## config.mk

```make
export PLATFORM = sky130hd
export DESIGN_NAME = boruss_fetch_unit
export DESIGN_NICKNAME = d
export VERILOG_FILES = /design/src/rtl/boruss_fetch_unit.sv
export SDC_FILE = /design/constraint.sdc
export NUM_CORES = 1
export LEC_CHECK = 0
export CAP_MARGIN = 20
export CORE_ASPECT_RATIO = 1.2
export CORE_UTILIZATION = 35
export DETAILED_ROUTE_END_ITERATION = 7
export PLACE_DENSITY = 0.67
export SLEW_MARGIN = 20
export SYNTH_ARGS = -nofsm -noshare
export SYNTH_HDL_FRONTEND = slang
export SYNTH_SLANG_ARGS = --single-unit
```

## constraint.sdc

```tcl
create_clock -name clk -period 5 [get_ports clk]
set_input_delay 1 -clock clk [delete_from_list [all_inputs] [get_ports clk]]
set_output_delay 1 -clock clk [all_outputs]
set_load 0.02 [all_outputs]
```

## src/rtl/boruss_fetch_unit.sv

```systemverilog
// boruss_fetch_unit: instruction fetch front end with a small prefetch FIFO.
// The PC walks the ROM one byte per cycle, and each {pc, data} pair is queued
// toward decode. A branch flushes the queue and redirects the PC. Halt stops
// new fetches, but decode can still drain whatever is already queued.
// Build option: define BORUSS_FETCH_PREFETCH_EN for a 4-entry queue. Without it
// the queue is a single holding register.
module boruss_fetch_unit #(
   parameter logic [7:0] RESET_PC = 8'h00
) (
   input  logic       clk,
   input  logic       reset,
   output logic [7:0] instruction_address,
   input  logic [7:0] instruction_data,
   input  logic       branch_valid,
   input  logic [7:0] branch_target,
   input  logic       halt,
   output logic       instr_valid,
   output logic [7:0] instr_data,
   output logic [7:0] instr_pc,
   input  logic       instr_ready,
   output logic       fetch_busy
);

`ifdef BORUSS_FETCH_PREFETCH_EN
   localparam int unsigned DEPTH = 4;
`else
   localparam int unsigned DEPTH = 1;
`endif
   localparam int unsigned PTR_W = (DEPTH > 1) ? $clog2(DEPTH) : 1;
   localparam int unsigned CNT_W = $clog2(DEPTH + 1);

   typedef logic [PTR_W-1:0] ptr_t;
   typedef logic [CNT_W-1:0] cnt_t;

   localparam cnt_t COUNT_FULL = cnt_t'(DEPTH);
   localparam ptr_t PTR_LAST   = ptr_t'(DEPTH - 1);

   typedef enum logic [1:0] {
      StFetch = 2'd0,
      StStall = 2'd1,
      StHalt  = 2'd2
   } state_e;

   state_e     state_q, state_d;
   logic [7:0] pc_q, pc_d;
   ptr_t       rd_ptr_q, rd_ptr_d;
   ptr_t       wr_ptr_q, wr_ptr_d;
   cnt_t       count_q, count_d;
   logic [7:0] fifo_pc_q   [DEPTH];
   logic [7:0] fifo_data_q [DEPTH];
   logic       push, pop;

   // Pointer wrap at DEPTH-1. This also covers non-power-of-two depths.
   function automatic ptr_t ptr_inc(input ptr_t p);
      return (p == PTR_LAST) ? '0 : ptr_t'(p + 1'b1);
   endfunction

   // Head visibility depends only on registered state, never on instr_ready.
   assign instr_valid         = (count_q != '0);
   assign instr_pc            = instr_valid ? fifo_pc_q[rd_ptr_q] : 8'h00;
   assign instr_data          = instr_valid ? fifo_data_q[rd_ptr_q] : 8'h00;
   assign instruction_address = pc_q;
   assign fetch_busy          = (state_q == StFetch);

   // Next-state decision, push/pop qualification and pointer/count update.
   always_comb begin
      pop      = instr_valid & instr_ready & ~branch_valid;
      state_d  = StFetch;
      pc_d     = pc_q;
      rd_ptr_d = rd_ptr_q;
      wr_ptr_d = wr_ptr_q;
      count_d  = count_q;

      if (halt) begin
         state_d = StHalt;
      end else if ((count_q == COUNT_FULL) && !pop) begin
         state_d = StStall;
      end else begin
         state_d = StFetch;
      end

      push = (state_d == StFetch) & ~branch_valid;

      if (branch_valid) begin
         // Redirect wins over everything, including halt: drop the queue.
         pc_d     = branch_target;
         rd_ptr_d = '0;
         wr_ptr_d = '0;
         count_d  = '0;
      end else begin
         if (push) begin
            wr_ptr_d = ptr_inc(wr_ptr_q);
            pc_d     = pc_q + 8'd1;
         end
         if (pop) begin
            rd_ptr_d = ptr_inc(rd_ptr_q);
         end
         case ({push, pop})
            2'b10:   count_d = count_q + 1'b1;
            2'b01:   count_d = count_q - 1'b1;
            default: count_d = count_q;
         endcase
      end
   end

   // Control state: PC, pointers, count and FSM.
   always_ff @(posedge clk or posedge reset) begin
      if (reset) begin
         state_q  <= StFetch;
         pc_q     <= RESET_PC;
         rd_ptr_q <= '0;
         wr_ptr_q <= '0;
         count_q  <= '0;
      end else begin
         state_q  <= state_d;
         pc_q     <= pc_d;
         rd_ptr_q <= rd_ptr_d;
         wr_ptr_q <= wr_ptr_d;
         count_q  <= count_d;
      end
   end

   // Queue storage. It has no reset because the outputs are masked by count.
   // When the queue is full and a pop happens, the write lands in the slot that
   // is being read out this cycle.
   always_ff @(posedge clk) begin
      if (push) begin
         fifo_pc_q[wr_ptr_q]   <= pc_q;
         fifo_data_q[wr_ptr_q] <= instruction_data;
      end
   end

endmodule

```

==> results of run 1 <==
[cell type report]
type                            instances  area [um2]
Tap cell                               36        45.0
Clock inverter                          1        5.00
Sequential cell                        27         756
Inverter                                4        15.0
Clock buffer                            3        22.5
Multi-Input combinational cell         59         387
Timing Repair Buffer                   47         468
Fill cell                             292        1440
[worst max-delay path, cell delays in order (launching register included)]
cell             delay (ns)
dfrtp_1                0.81
and2_1                 0.23
clkdlybuf4s50_1        0.60
[metal layers]
| metal | part of all wire | up-vias | track usage | wire length, um |
|---|---|---|---|---|
| li1 | - | 421 | - | - |
| met5 | 0 | - | 0 | 0 |
| met1 | 0.41 | 403 | 0.173 | 909 |
| met4 | 0.0018 | 0 | 0.0531 | 4 |
| met2 | 0.49 | 39 | 0.229 | 1090 |
| met3 | 0.093 | 2 | 0.0301 | 206 |
[stage by stage]
| step | hold slack [ns] | total power [mW] |
|---|---|---|
| after floorplan | 0.616 | 0.318 |
| after global placement | 0.513 | 0.368 |
| after detailed placement | 0.513 | 0.370 |
| after CTS | 0.544 | 0.456 |
| after global routing | 0.575 | 0.478 |
| final | 0.545 | 0.451 |
[registers in the layout, indices dropped and copies added (netlist names)]
| signal | cells |
|---|---|
| fifo_data_q | 8 |
| fifo_pc_q | 8 |
| instruction_address | 8 |
| instr_valid | 1 |
| state_q | 2 |
[cells by family (layout without fill, tap and decap cells)]
family | count (synthesis) | after routing | synth area share
AND/OR/NAND/NOR | 35 | 35 | 0.164
multiplexers | 1 | 1 | 0.00848
XOR/XNOR | 6 | 6 | 0.0445
AO/OA/AOI/OAI | 16 | 16 | 0.0997
adder cells (fa/ha/maj) | 1 | 1 | 0.0106
flip-flops | 27 | 27 | 0.641
buffers and inverters | 8 | 55 | 0.0318
[layout by cell type, fill, tap and decap left out, types with 2 or more instances in the layout]
cell type,instances
edfxtp_1,16
nand2_1,9
o21ai_0,5
o21ai_1,2
nor2_1,4
a21oi_1,3
and2_1,16
nand2b_1,2
clkbuf_4,3
xnor2_1,6
a211oi_1,3
dfrtp_1,11
inv_1,4
clkdlybuf4s50_1,46
[worst max path at each step]
stage                                 start                                 end  cells after the start
floorplan                      branch_valid         fifo_data_q[0][0]$_DFFE_PP_                      4
global placement               branch_valid  instruction_address[4]$_DFFE_PP0P_                      5
detailed placement             branch_valid  instruction_address[4]$_DFFE_PP0P_                      5
CTS                 instr_valid$_DFFE_PP0P_                         instr_pc[0]                      2
global route        instr_valid$_DFFE_PP0P_                       instr_data[1]                      2
finish              instr_valid$_DFFE_PP0P_                         instr_pc[0]                      2
[power groups by stage]
stage | sequential (mW) | clock [mW] | combinational [mW]
after floorplan | 0.278 | 0 | 0.0394
after global placement | 0.273 | 0 | 0.0949
after detailed placement | 0.274 | 0 | 0.0965
after CTS | 0.269 | 0.0907 | 0.0969
after global routing | 0.271 | 0.102 | 0.104
final | 0.269 | 0.0868 | 0.0959
==> out/metrics.csv, run 1 <==
metric;value;unit
status;complete, no violations;
ys.flop_type;edfxtp_1;
yosys-top-cells-count;and2_1, edfxtp_1, dfrtp_1, nand2_1, xnor2_1;
grt_pass1_vias;836;
drt-pass1-iter-count;5;
grtUsageTotal;0.139;
tns;0;ns
yosys_warnings;0;
yosysUniqueCellTypes;23;
rsz0062_at_grt;no;
required;4.00;ns
hp-class;reg -> reg;
die_area;3610;um2
synth_area;1180;um2
cts_tree;yes;
swShare;0.259;
dpl.hpwl;1680;um
core_area;3140;um2
cp-end-kind;output pin;
cp-start-kind;flop;
globalRouteOverflowTotal;0;
die_h;65.6;um
h-tree-depth;1;
route.vias.total;865;
synth_nets;116;
period_minus_slack;2.95;ns
final_cell_count_no_fill;177;
post-route-util;0.541;
maxSlewHeadroom;0.542;
ir_drop;163;uV
min_period_over_period;0.590;
synth_seq_cells;27;
drt_iter0_drc;17;
hold_violations;0;
drc_errors;0;
r2r_setup_slack;3.41;ns
synth_area_leaders;edfxtp_1, dfrtp_1, and2_1, xnor2_1, nand2_1;
clk_pin_slew_worst_paths;0.13;ns
fin_area;1700;um2
postCtsSetupRepairBufs;0;
clk_latency;0.31;ns
synth_top_area_share;0.407;
critPathMaxFanout;25;
cap_violations;0;
p_seq_frac;0.595;
skew;0.00481;ns
drt-total-wl;2210;um
gp_congestion;0.848;
synth-edff-count;16;
num_rows;22;
cts_buffer_depth;2;
synth.largest_area_cell;edfxtp_1;
r2r.worst_path.cells;4;
synth-async-reset-ratio;0.407;
cts_buffers;3;
arrival;1.95;ns
placed_area;1670;um2
hp-start;instruction_address[7]$_DFFE_PP0P_;
fp.dieW;55;um
slew_violations;0;
leakage;0.625;nW
comb_power_share;0.212;
hold_end;fifo_pc_q[0][7]$_DFFE_PP_;
p_int;0.334;mW
setup_viol;0;
start_util;0.376;
r2r-end;fifo_data_q[0][4]$_DFFE_PP_;
dpl_worst_slack;2.23;ns
wire_per_inst;12.5;um
clkPwrFrac;0.192;
ctsHoldBuffers;0;
port-buffer-count;46;
drive_gt1_frac;0.0496;
drtAntennaViolNets;0;
syn_inst;94;
clockRootBuffer;clkbuf_4;
cts.repair.resized;0;
synth-seq-area-share;0.641;
worstMarginPinSlew;0.687;ns
layout.nets;164;
cts.sinks;27;
synth_area_per_cell;12.6;um2
max_freq;339;MHz
r2r-start;instr_valid$_DFFE_PP0P_;
worst_slack;2.05;ns
diodes;0;
place_inst;173;
switching_power;0.117;mW
hold_depth;0;
grt_pass1_wl;3640;um
power_density;266;nW/um2
grt_max_degree;26;
grt_antenna_before_repair;0;
area_delta_synth_final;43.9;%
critPathKind;reg -> out;
ios;47;
avgViaCountPerCell;4.89;
(Power assumes the default switching activity.)
==> inputs of run 2 (changes only) <==
- PLACE_DENSITY: 0.67 -> 0.69
- clock period: 5 -> 2.4 ns (I/O delays scaled with it)
==> run 2 against run 1 <==
  * First-iteration DRC count is 18% higher
  * Critical endpoint unchanged
  * Critical path type unchanged
  * Global-route usage is 0.68 points higher
  * Core utilization is 0.24 points higher
  * Critical path depth stayed put
  * Setup slack worse by 1.8 ns
  * Largest power group unchanged
  * Worst hold slack worse by 0.093 ns
  * Final cell count is 0.56% higher
==> out/metrics.csv, run 2 (synthesis results as in run 1) <==
metric;value;unit;change
status;complete, no violations;;unchanged
arrival;1.69;ns;was 1.95 ns
hp-class;in -> async;;was reg -> reg
dpl_worst_slack;0.323;ns;was 2.23 ns
p_total;0.944;mW;was 0.451 mW
critPathKind;reg -> out;;unchanged
crit_chain;and2_1 -> clkdlybuf4s50_1;;unchanged
dpl.hpwl;1730;um;was 1680 um
min_period_over_period;0.904;;
route.vias.total;845;;was 865
fp.dieW;55;um;unchanged
tns;0;ns;unchanged
cts_tree;yes;;unchanged
num_rows;22;;unchanged
cp-end-kind;output pin;;unchanged
globalRouteOverflowTotal;0;;unchanged
avgViaCountPerCell;4.75;;was 4.89
place_inst;174;;was 173
die_area;3610;um2;unchanged
layout.nets;165;;was 164
drive_gt1_frac;0.0563;;was 0.0496
die_h;65.6;um;unchanged
drc_errors;0;;unchanged
hold_violations;0;;unchanged
core_area;3140;um2;unchanged
ir_drop;309;uV;was 163 uV
cp_slowest_cell;dfrtp_2;;was dfrtp_1
layout_common_cells;clkdlybuf4s50_1, and2_1, edfxtp_1;;unchanged
critPathBufInv;1;;unchanged
clk_pin_slew_worst_paths;0.14;ns;was 0.13 ns
grt_pass1_vias;862;;was 836
rsz0062_at_grt;no;;unchanged
final_cell_count_no_fill;178;;was 177
max_freq;461;MHz;
period_minus_slack;2.17;ns;
critPathMaxFanout;25;;unchanged
drt-pass1-iter-count;4;;was 5
drtAntennaViolNets;0;;unchanged
critPathMaxStageDelay;0.61;ns;was 0.81 ns
leakage;0.626;nW;was 0.625 nW
ctsHoldBuffers;0;;unchanged
layout_commonest_cell;clkdlybuf4s50_1;;unchanged
cts_buffers;3;;unchanged
power_density;553;nW/um2;was 266 nW/um2
clk_latency;0.31;ns;about the same
grtUsageTotal;0.146;;was 0.139
drt_iter0_drc;20;;was 17
cts_buffer_depth;2;;unchanged
setup_viol;0;;unchanged
num-fill-cells;294;;was 292
cp-start-kind;flop;;unchanged
port-buffer-count;46;;unchanged
wire_per_inst;12.9;um;was 12.5 um
worstMarginPinSlew;0.451;ns;was 0.687 ns
skew;0.0101;ns;was 0.00481 ns
grt_max_degree;26;;unchanged
grt_pass1_wl;3780;um;was 3640 um
maxSlewHeadroom;0.699;;was 0.542
clockRootBuffer;clkbuf_4;;unchanged
h-tree-depth;1;;unchanged
worst_path_dominant_cell_family;flip-flops;;unchanged
area_delta_synth_final;44.5;%;was 43.9%
cts.sinks;27;;unchanged
cap_violations;0;;unchanged
r2r_setup_slack;0.98;ns;was 3.41 ns
slew_violations;0;;unchanged
multi_input_area;387;um2;unchanged
drt-total-wl;2300;um;was 2210 um
start_util;0.376;;unchanged
gp_congestion;0.784;;was 0.848
seq_area;757;um2;was 756 um2
grt_antenna_before_repair;0;;unchanged
required;1.92;ns;was 4.00 ns
diodes;0;;unchanged
ios;47;;unchanged
worst_slack;0.229;ns;was 2.05 ns
run 2: changes by cell type in the layout (fill, tap and decap cells not counted):
| cell | change |
|---|---|
| dfrtp_1 | -1 |
| buf_4 | +1 |
| clkbuf_1 | +1 |
| clkinv_2 | -1 |
| dfrtp_2 | +1 |
run 2: layout make-up:
class,instances,area share
clock buffer,4,0.0154
inverter,4,0.00880
multi-input combinational,59,0.227
sequential,27,0.444
tap,36,0.0264
timing repair buffer,48,0.279
run 2: metrics by stage:
| step | area [um2] | hold WS, ns | util |
|---|---|---|---|
| 5_1_grt | 1710 | 0.488 | 0.543 |
| 3_3_place_gp | 1680 | 0.503 | 0.535 |
| 2_1_floorplan | 1180 | 0.332 | - |
| 3_5_place_dp | 1680 | 0.511 | 0.535 |
| 6_report | 1710 | 0.453 | 0.543 |
| 4_1_cts | 1710 | 0.451 | 0.543 |
run 2: where the power goes:
group | switching (mW) | internal [mW]
Clock | 0.119 | 0.0647
Sequential | 0.0312 | 0.528
Combinational | 0.0934 | 0.107
run 2: worst register-to-register path, cell delays in order (launching register included):
cell	delay [ns]
dfrtp_2	0.57
nand2b_1	0.15
nand2_1	0.08
nor2_1	0.09
buf_4	0.24
run 2: final timing paths:
path,start,endpoint,depth (start not counted)
max,instr_valid$_DFFE_PP0P_,instr_pc[0],2
min,reset,instruction_address[2]$_DFFE_PP0P_,2
max reg2reg,instr_valid$_DFFE_PP0P_,fifo_pc_q[0][7]$_DFFE_PP_,4
min reg2reg,instruction_address[7]$_DFFE_PP0P_,fifo_pc_q[0][7]$_DFFE_PP_,0
max in group asynchronous,reset,instr_valid$_DFFE_PP0P_,2
min in group clk,instruction_address[7]$_DFFE_PP0P_,fifo_pc_q[0][7]$_DFFE_PP_,0
run 2: per-layer routing:
metal | part of all wire | track usage
met1 | 0.42 | 0.170
met3 | 0.085 | 0.0231
met5 | 0 | 0
met4 | 0.017 | 0.0656
met2 | 0.48 | 0.252
run 2: timing repair:
action	4_1_cts	5_1_grt
buffers inserted	0	0
resized for setup	1	0
endpoints found under the setup margin	16	0
